===== config.mk =====
export PLATFORM = sky130hd
export DESIGN_NAME = pc_gen_stage
export DESIGN_NICKNAME = d
export VERILOG_FILES = /design/src/rtl/pc_gen_stage_pkg.sv /design/src/rtl/pc_lane_expand.sv /design/src/rtl/pc_gen_stage.sv
export SDC_FILE = /design/constraint.sdc
export NUM_CORES = 1
export LEC_CHECK = 0
export CAP_MARGIN = 25
export CORE_MARGIN = 3
export CORE_UTILIZATION = 40
export CTS_BUF_LIST = sky130_fd_sc_hd__clkbuf_8 sky130_fd_sc_hd__clkbuf_16
export CTS_CLUSTER_DIAMETER = 60
export CTS_CLUSTER_SIZE = 24
export DETAILED_ROUTE_END_ITERATION = 12
export MAX_ROUTING_LAYER = met4
export PLACE_DENSITY_LB_ADDON = 0.15
export REMOVE_ABC_BUFFERS = 1
export SLEW_MARGIN = 20
export SYNTH_ARGS = -nofsm -noshare
export SYNTH_HDL_FRONTEND = slang
export SYNTH_HIERARCHICAL = 1
export SYNTH_SLANG_ARGS = --single-unit

===== constraint.sdc =====
create_clock -name clk -period 4.3 [get_ports clk]
set_input_delay 0.86 -clock clk [delete_from_list [all_inputs] [get_ports clk]]
set_output_delay 0.86 -clock clk [all_outputs]
set_load 0.02 [all_outputs]

===== src/rtl/pc_gen_stage_pkg.sv =====
`default_nettype none
// ============================================================================
// Module      : pc_gen_stage_pkg
// Description : Shared constants and types for the fetch-address generator:
//               lane count, enable-mask patterns, FSM state encoding and the
//               default reset fetch address.
// Revision    : 1.0 - initial release
// ============================================================================
package pc_gen_stage_pkg;

  // Number of 32-bit instruction lanes in one 16-byte fetch block.
  localparam int INST_NUM = 4;

  // Enable patterns (bit [3-k] enables lane k).
  localparam logic [INST_NUM-1:0] FOUR_WORDS  = 4'b1111;
  localparam logic [INST_NUM-1:0] SINGLE_WORD = 4'b1000;

  // Default fetch address after reset (MIPS boot vector).
  localparam logic [31:0] RESET_PC_DEFAULT = 32'hBFC0_0000;

  // SEQ  : normal sequential / predicted fetch.
  // DSLOT: the next block is fetched only for the delay slot of a taken
  //        branch that ended the previous block.
  typedef enum logic [0:0] {
    SEQ   = 1'b0,
    DSLOT = 1'b1
  } pcg_state_e;

endpackage : pc_gen_stage_pkg
`default_nettype wire


===== src/rtl/pc_lane_expand.sv =====
`default_nettype none
// ============================================================================
// Module      : pc_lane_expand
// Description : Combinational expansion of the fetch PC into four word-lane
//               addresses and the lane-enable mask.
//   pc_i      in  [31:2] fetch PC (byte offset bits are never used)
//   dslot_i   in  1      delay-slot-only fetch
//   valid_i   in  1      block is meaningful
//   vaddr_o   out 128    lane k at [32k+31:32k] = {pc[31:4], k, 2'b00}
//   enable_o  out 4      bit [3-k] enables lane k
// Revision    : 1.0 - initial release
// ============================================================================
module pc_lane_expand
  import pc_gen_stage_pkg::*;
(
  input  logic [31:2]           pc_i,
  input  logic                  dslot_i,
  input  logic                  valid_i,
  output logic [32*INST_NUM-1:0] vaddr_o,
  output logic [INST_NUM-1:0]   enable_o
);

  logic [INST_NUM-1:0] seq_mask;

  for (genvar k = 0; k < INST_NUM; k++) begin : g_lane
    assign vaddr_o[32*k +: 32] = {pc_i[31:4], 2'(k), 2'b00};
  end

  // Lanes before the entry word of the block are not fetched: shifting the
  // full mask right by the word offset clears the leading (low-lane) bits.
  assign seq_mask = FOUR_WORDS >> pc_i[3:2];

  always_comb begin
    enable_o = '0;
    if (valid_i) begin
      enable_o = dslot_i ? SINGLE_WORD : seq_mask;
    end
  end

endmodule : pc_lane_expand
`default_nettype wire


===== src/rtl/pc_gen_stage.sv =====
`default_nettype none
// ============================================================================
// Module      : pc_gen_stage
// Description : Fetch-address generator at the head of the IF pipeline. Holds
//               the fetch PC, emits one 16-byte block per accepted cycle and
//               sequences the MIPS delay slot that falls into the next block.
//   clk                  in  1    clock, rising edge
//   rst                  in  1    asynchronous active-low reset
//   EXP_flush_i/dest_i   in  1/32 exception redirect (highest priority)
//   FU_flush_i/FlushDest in  1/32 mispredict redirect
//   IF_ready_i           in  1    downstream accepts the current block
//   BTB_*                in       same-cycle prediction for the current block
//   PCG_valid_o          out 1    block outputs meaningful
//   PCG_VAddr_p_o        out 128  four lane addresses
//   PCG_instEnable_o     out 4    lane enables (bit [3-k] = lane k)
//   PCG_needDelaySlot_o  out 1    delay-slot-only fetch
// Revision    : 1.0 - initial release
// ============================================================================
module pc_gen_stage
  import pc_gen_stage_pkg::*;
#(
  parameter logic [31:0] RESET_PC = RESET_PC_DEFAULT
) (
  input  logic                    clk,
  input  logic                    rst,
  input  logic                    EXP_flush_i,
  input  logic [31:0]             EXP_dest_i,
  input  logic                    FU_flush_i,
  input  logic [31:0]             FU_flushDest_i,
  input  logic                    IF_ready_i,
  input  logic                    BTB_validTake_i,
  input  logic [31:0]             BTB_validDest_i,
  input  logic                    BTB_needDelaySlot_i,
  input  logic [31:0]             BTB_fifthVAddr_i,
  output logic                    PCG_valid_o,
  output logic [32*INST_NUM-1:0]  PCG_VAddr_p_o,
  output logic [INST_NUM-1:0]     PCG_instEnable_o,
  output logic                    PCG_needDelaySlot_o
);

  logic [31:0] pc_q, pc_d;
  logic [31:0] pend_target_q, pend_target_d;
  pcg_state_e  state_q, state_d;
  logic        valid_q, valid_d;
  logic        advance;

  // --------------------------------------------------------------------------
  // Next-state logic: redirects first (they never wait for IF_ready_i), then
  // the normal advance of an accepted block.
  // --------------------------------------------------------------------------
  assign advance = valid_q && IF_ready_i;

  always_comb begin
    pc_d          = pc_q;
    pend_target_d = pend_target_q;
    state_d       = state_q;
    valid_d       = 1'b1;

    if (EXP_flush_i) begin
      pc_d    = EXP_dest_i;
      state_d = SEQ;
    end else if (FU_flush_i) begin
      // Any pending delay-slot target is abandoned; pend_target is simply
      // never consumed because the state leaves DSLOT.
      pc_d    = FU_flushDest_i;
      state_d = SEQ;
    end else if (advance) begin
      if (state_q == DSLOT) begin
        pc_d    = pend_target_q;
        state_d = SEQ;
      end else if (BTB_validTake_i && BTB_needDelaySlot_i) begin
        // Fetch the following block for the delay slot first, remember the
        // branch target for the block after it.
        pc_d          = BTB_fifthVAddr_i;
        pend_target_d = BTB_validDest_i;
        state_d       = DSLOT;
      end else if (BTB_validTake_i) begin
        pc_d = BTB_validDest_i;
      end else begin
        pc_d = BTB_fifthVAddr_i;
      end
    end
  end

  always_ff @(posedge clk or negedge rst) begin
    if (!rst) begin
      pc_q          <= RESET_PC;
      pend_target_q <= '0;
      state_q       <= SEQ;
      valid_q       <= 1'b0;
    end else begin
      pc_q          <= pc_d;
      pend_target_q <= pend_target_d;
      state_q       <= state_d;
      valid_q       <= valid_d;
    end
  end

  // --------------------------------------------------------------------------
  // Outputs depend only on registers.
  // --------------------------------------------------------------------------
  pc_lane_expand u_lane_expand (
    .pc_i     (pc_q[31:2]),
    .dslot_i  (state_q == DSLOT),
    .valid_i  (valid_q),
    .vaddr_o  (PCG_VAddr_p_o),
    .enable_o (PCG_instEnable_o)
  );

  assign PCG_valid_o         = valid_q;
  assign PCG_needDelaySlot_o = (state_q == DSLOT) && valid_q;

endmodule : pc_gen_stage
`default_nettype wire


==> metrics.txt <==
delay-heaviest family, CP=simple AND/OR/NAND/NOR gates; cts bufs inserted=9; global-route wire length before repair=21500 µm; status=finished clean; filler instances=977; setup bufs post-CTS=0; Skew-Pair Late Insertion Delay=0.32 ns; Yosys top cell by area=dfrtp_1; FF-to-FF Start=state_q; cell area after synthesis=4600 µm²; worst reg-to-reg setup slack=between 1.5 and 2 ns; Max rail drop VDD=about 0.00023 V; Yosys cell types=31; Clock Pin Slew Worst Setup and Hold Paths=about 0.050 ns; DP Area=between 6000 and 7000 µm²; FMAX=326 MHz; antenna-violating nets left=0; share of layout cells above drive strength 1=0.111; reg-to-reg endpoint=pend_target_q[23]; FF-to-FF path depth=3; number of global-route vias before repair=4081; critical path class=in2reg; final core utilization=0.597; Max Cap Viol=0; Net count, final=~770; skew final=0.00485 ns; sequential fraction of the synthesis area=0.340; CP endpoint kind=register; Hold WC Path Type=in2async; remaining global-route overflow=0; Antenna diodes=0; slowest CP cell=nand4_4; final instance area=around 6600 µm²; worst path cell trace=clkdlybuf4s50_1 > buf_4 > or2_1 > nor3b_2 > nand4_4 > mux2_4; DR vias=3859; RSZ-0062 raised after global routing=no; P_leak=2.81 nW; Worst EP required=4.49 ns; ys async rst share=1.00; clock tree buffer depth=2; Post-synth EDFFs=0; largest net degree at the start of global routing=just over 60; Top Ports=269; Final Routed Wirelength=roughly 14000 µm; routability cong.=0.822; Tot Pwr=~2.4 mW; Die Ht=113 µm; element type at the critical path start=input pin; core area=11000 µm²; final hold vios=0; Min Clock Period, post-route=3.07 ns; Starting Density=0.417; post-cts resize count=0; Final period util=0.714; dpl hpwl=9680 µm; total buffers and inverters traversed by the critical path=2; CTS root buf=clkbuf_16; DRC=0; setup TNS=0 ns; Pre-antenna DRT Iters=4; dominant cells by area after synthesis=dfrtp_1 29%, buf_4 21%, mux2_4 9.5%; pins over their slew limit=0; CP max stage delay=0.70 ns; post-synthesis register bit count=62; pwr/cell area=roughly 360 nW/µm²; H-tree levels=3; Max-slew headroom=0.355; routed length per instance=17.6 µm; synth warn=6; drt via density=4.97; # rows=38; Die ar.=12800 µm²; Slew @ Worst Pin=0.967 ns; CTS Sinks=62; Hold Buf Count CTS=0; top cell type's share of synthesized area=0.289; final number of setup-violating endpoints=0; synthesized area per cell=8.93 µm²; number of port buffers=244; Levels on crit path=6; WP data arrival=3.26 ns; antenna violations before repair=0; Post-Syn Instances=515; CTS tree=yes; Crit Path Max Fanout=31; Post-synth top flop=dfrtp_1; chip width=113 µm; Total GRT Usage=0.215; Detailed Route Iter0 Violations=168; Area growth syn-to-layout=43.2%
==> metrics by stage <==
step / setup slack [ns] / std cells / hold WS [ns]
after floorplan: 1.17 / 367 / 0.480
after global placement: 0.928 / 758 / 0.494
after detailed placement: 0.884 / 760 / 0.492
after CTS: 1.22 / 776 / 0.492
after global routing: 1.12 / 777 / 0.503
final: 1.23 / 777 / 0.489
==> layer usage <==
layer  global-route usage  up-vias  wire length (µm)
met5                    -        -                 0
met4               0.0593        0               176
met3               0.0406       12               998
met2                0.372      191              6780
met1                0.257     1810              5730
li1                     -     1846                 -
==> area by class of cell <==
class	instances	area, µm²	area share
Clock inverter	4	68.8	0.0105
Inverter	31	116	0.0177
Clock buffer	12	267	0.0405
Sequential cell	62	1560	0.238
Tap cell	140	175	0.0266
Multi-Input combinational cell	274	1860	0.282
Timing Repair Buffer	254	2530	0.385
==> how the worst max path moves through the flow <==
stage | slack [ns] | to | from
5_1_grt | 1.12 | pend_target_q[12] | FU_flush_i
6_report | 1.23 | pend_target_q[23] | FU_flush_i
4_1_cts | 1.22 | pend_target_q[23] | FU_flush_i
2_1_floorplan | 1.17 | pend_target_q[10] | FU_flush_i
3_3_place_gp | 0.93 | pend_target_q[9] | FU_flush_i
3_5_place_dp | 0.88 | pend_target_q[9] | FU_flush_i
==> worst register-to-register path: cells and delay by family (launching register included) <==
kind | cells | cell delay (ns)
and+or+nand+nor | 2 | 1.08
DFF | 1 | 0.76
muxes | 1 | 0.57
==> layout by cell type (no fill, tap or decap), drive strengths merged <==
cell	instances
nand4	1
clkinv	1
bufinv	2
mux2	30
conb	17
nor3	30
nand2b	3
clkdlybuf4s50	242
a21o	1
nor2b	30
and2	1
and3b	1
clkbuf	12
o41ai	7
a21oi	85
nor3b	8
nor2	25
o221ai	23
a22o	7
inv	32
dfstp	9
buf	12
nand2	2
or2	1
or3b	1
o21a	1
dfrtp	53
==> kinds of logic (layout without fill, tap and decap cells) <==
family / count (synthesis) / in the layout / synth area share
AO/OA/AOI/OAI: 124 / 124 / 0.166
buffers and inverters: 193 / 301 / 0.269
flip-flops: 62 / 62 / 0.340
multiplexers: 30 / 30 / 0.0972
other: 3 / 17 / 0.00245
AND/OR/NAND/NOR: 103 / 103 / 0.125
==> power by group <==
group          switching (mW)  total [mW]  internal, mW
logic                   0.366       0.808         0.442
clock network           0.251       0.802         0.552
registers              0.0798       0.760         0.681
==> Yosys cell counts, types with 3 or more instances <==
master	number
buf_1	3
clkbuf_1	24
mux2_4	29
inv_1	31
nor3_1	30
buf_4	128
buf_6	4
a21oi_1	85
nor3b_1	7
conb_1	3
o41ai_1	7
o221ai_1	23
dfstp_2	9
nor2b_1	30
nor2_1	25
dfrtp_1	53
a22o_1	7
==> sequential cells by signal, indices dropped and copies added (netlist names) <==
register,flops
PCG_valid_o,1
pc_q,30
pend_target_q,30
state_q,1
(Power assumes the default switching activity.)
==> patch, RTL diff (config.mk and constraints unchanged) <==
Make the reset (`rst`) synchronous in one clocked block. Comments in the files are not updated.
--- a/src/rtl/pc_gen_stage.sv
+++ b/src/rtl/pc_gen_stage.sv
@@ -83,5 +83,5 @@
   end
 
-  always_ff @(posedge clk or negedge rst) begin
+  always_ff @(posedge clk) begin
     if (!rst) begin
       pc_q          <= RESET_PC;
Check against the original RTL: differs if rst is asserted again (counterexample within 4 cycles, from zero or initial values and one cycle with rst low); with rst held inactive, the same outputs for 4 cycles.
==> patch against the original RTL <==
Power decreased by 14%; sequential cell count unchanged; largest cell class unchanged; hold slack got worse by 0.035 ns; clock skew increased by 0.00079 ns; synthesized cell count increased by 11%; worst setup slack improved by 0.24 ns; area after synthesis increased by 0.35%; count of clock-buffer cells in the layout unchanged; routed wire length increased by 1.1%; final area decreased by 1.6%.
==> patch: results (changes against the original RTL) <==
Routing
  – Routed len/inst: 16.7 microns (-5.1%)
  – Initial drt markers: 153 (-8.9%)
  – Via/cell ratio: 5.01 (+0.84%)

Setup path
  – CP Max Fanout: 20 (-35%)
  – Worst reg2reg startpoint: state_q
  – CP endpoint: pc_q[19]
  – CP arrival: 3.03 ns (-0.23 ns)
  – Worst r2r path cells: 4 (+1)

Global route
  – Largest net degree at the start of global routing: 57 (-6.6%)
  – Vias in the first global route: 4,224 (+3.5%)
  – Total track usage: 21.6% (+0.049 points)
  – Global Route met2 Usage: 37.8% (+0.55 points)

Placed design
  – Dpl ws: 1.06 ns (+0.180 ns)

Finish
  – Fill count: 986 (+0.92%)
  – Area growth from synthesis to layout: 40.4%
  – Layout cells sized above 1: 13.5% (+2.4 points)
  – Non-Filler Instances: 828 (+6.6%)

Synthesis
  – Register area share after synthesis: 26.9% (-7.1 points)
  – Distinct cell type count of the synthesized netlist: 38 (+23%)
  – Asr flop ratio synth: 0% (-100 points)

Run status
  – Status: finished clean

Power and ir drop
  – Clock group share of total power: 39.1% (+5.3 points)
  – Net Switching: 0.575 mW (-17%)
  – Part of the power in combinational logic: 29.7% (-4.4 points)

STA
  – Clk_skew: 0.00564 ns (+0.000790 ns)
  – Worst Hold Margin: 0.454 ns (-0.0351 ns)
patch: cell types whose count changed after synthesis, moves of 20 or more:
cell,delta
o21ai_0,+22
nand2_1,+61
dfrtp_1,-53
dfxtp_1,+62
mux2_4,-29
a21oi_1,-47
o221ai_2,+20
a21oi_2,+40
a21boi_0,+21
patch: final cells by class:
cell class	count	share of cell area, %
multi-input cells	330	33.0
flip-flops and latches	62	19.2
repair buffers	250	38.2
inverters	30	1.74
clock buffers	12	4.11
clock inverters	4	1.06
well taps	140	2.70
patch: kinds of logic (layout without fill, tap and decap cells):
group / count (synthesis) / count (layout) / share of synthesized area, %
buffers and inverters: 196 / 296 / 28.0
AO/OA/AOI/OAI: 174 / 174 / 29.8
AND/OR/NAND/NOR: 137 / 137 / 14.4
flip-flops: 62 / 62 / 26.9
multiplexers: 3 / 3 / 0.732
other: 2 / 16 / 0.163
patch: critical path, cell delays in order:
cell and delay [ns]:
clkdlybuf4s50_1 0.79, and3b_1 0.98, nor3_1 0.10, a21oi_1 0.21
a21oi_2 0.07
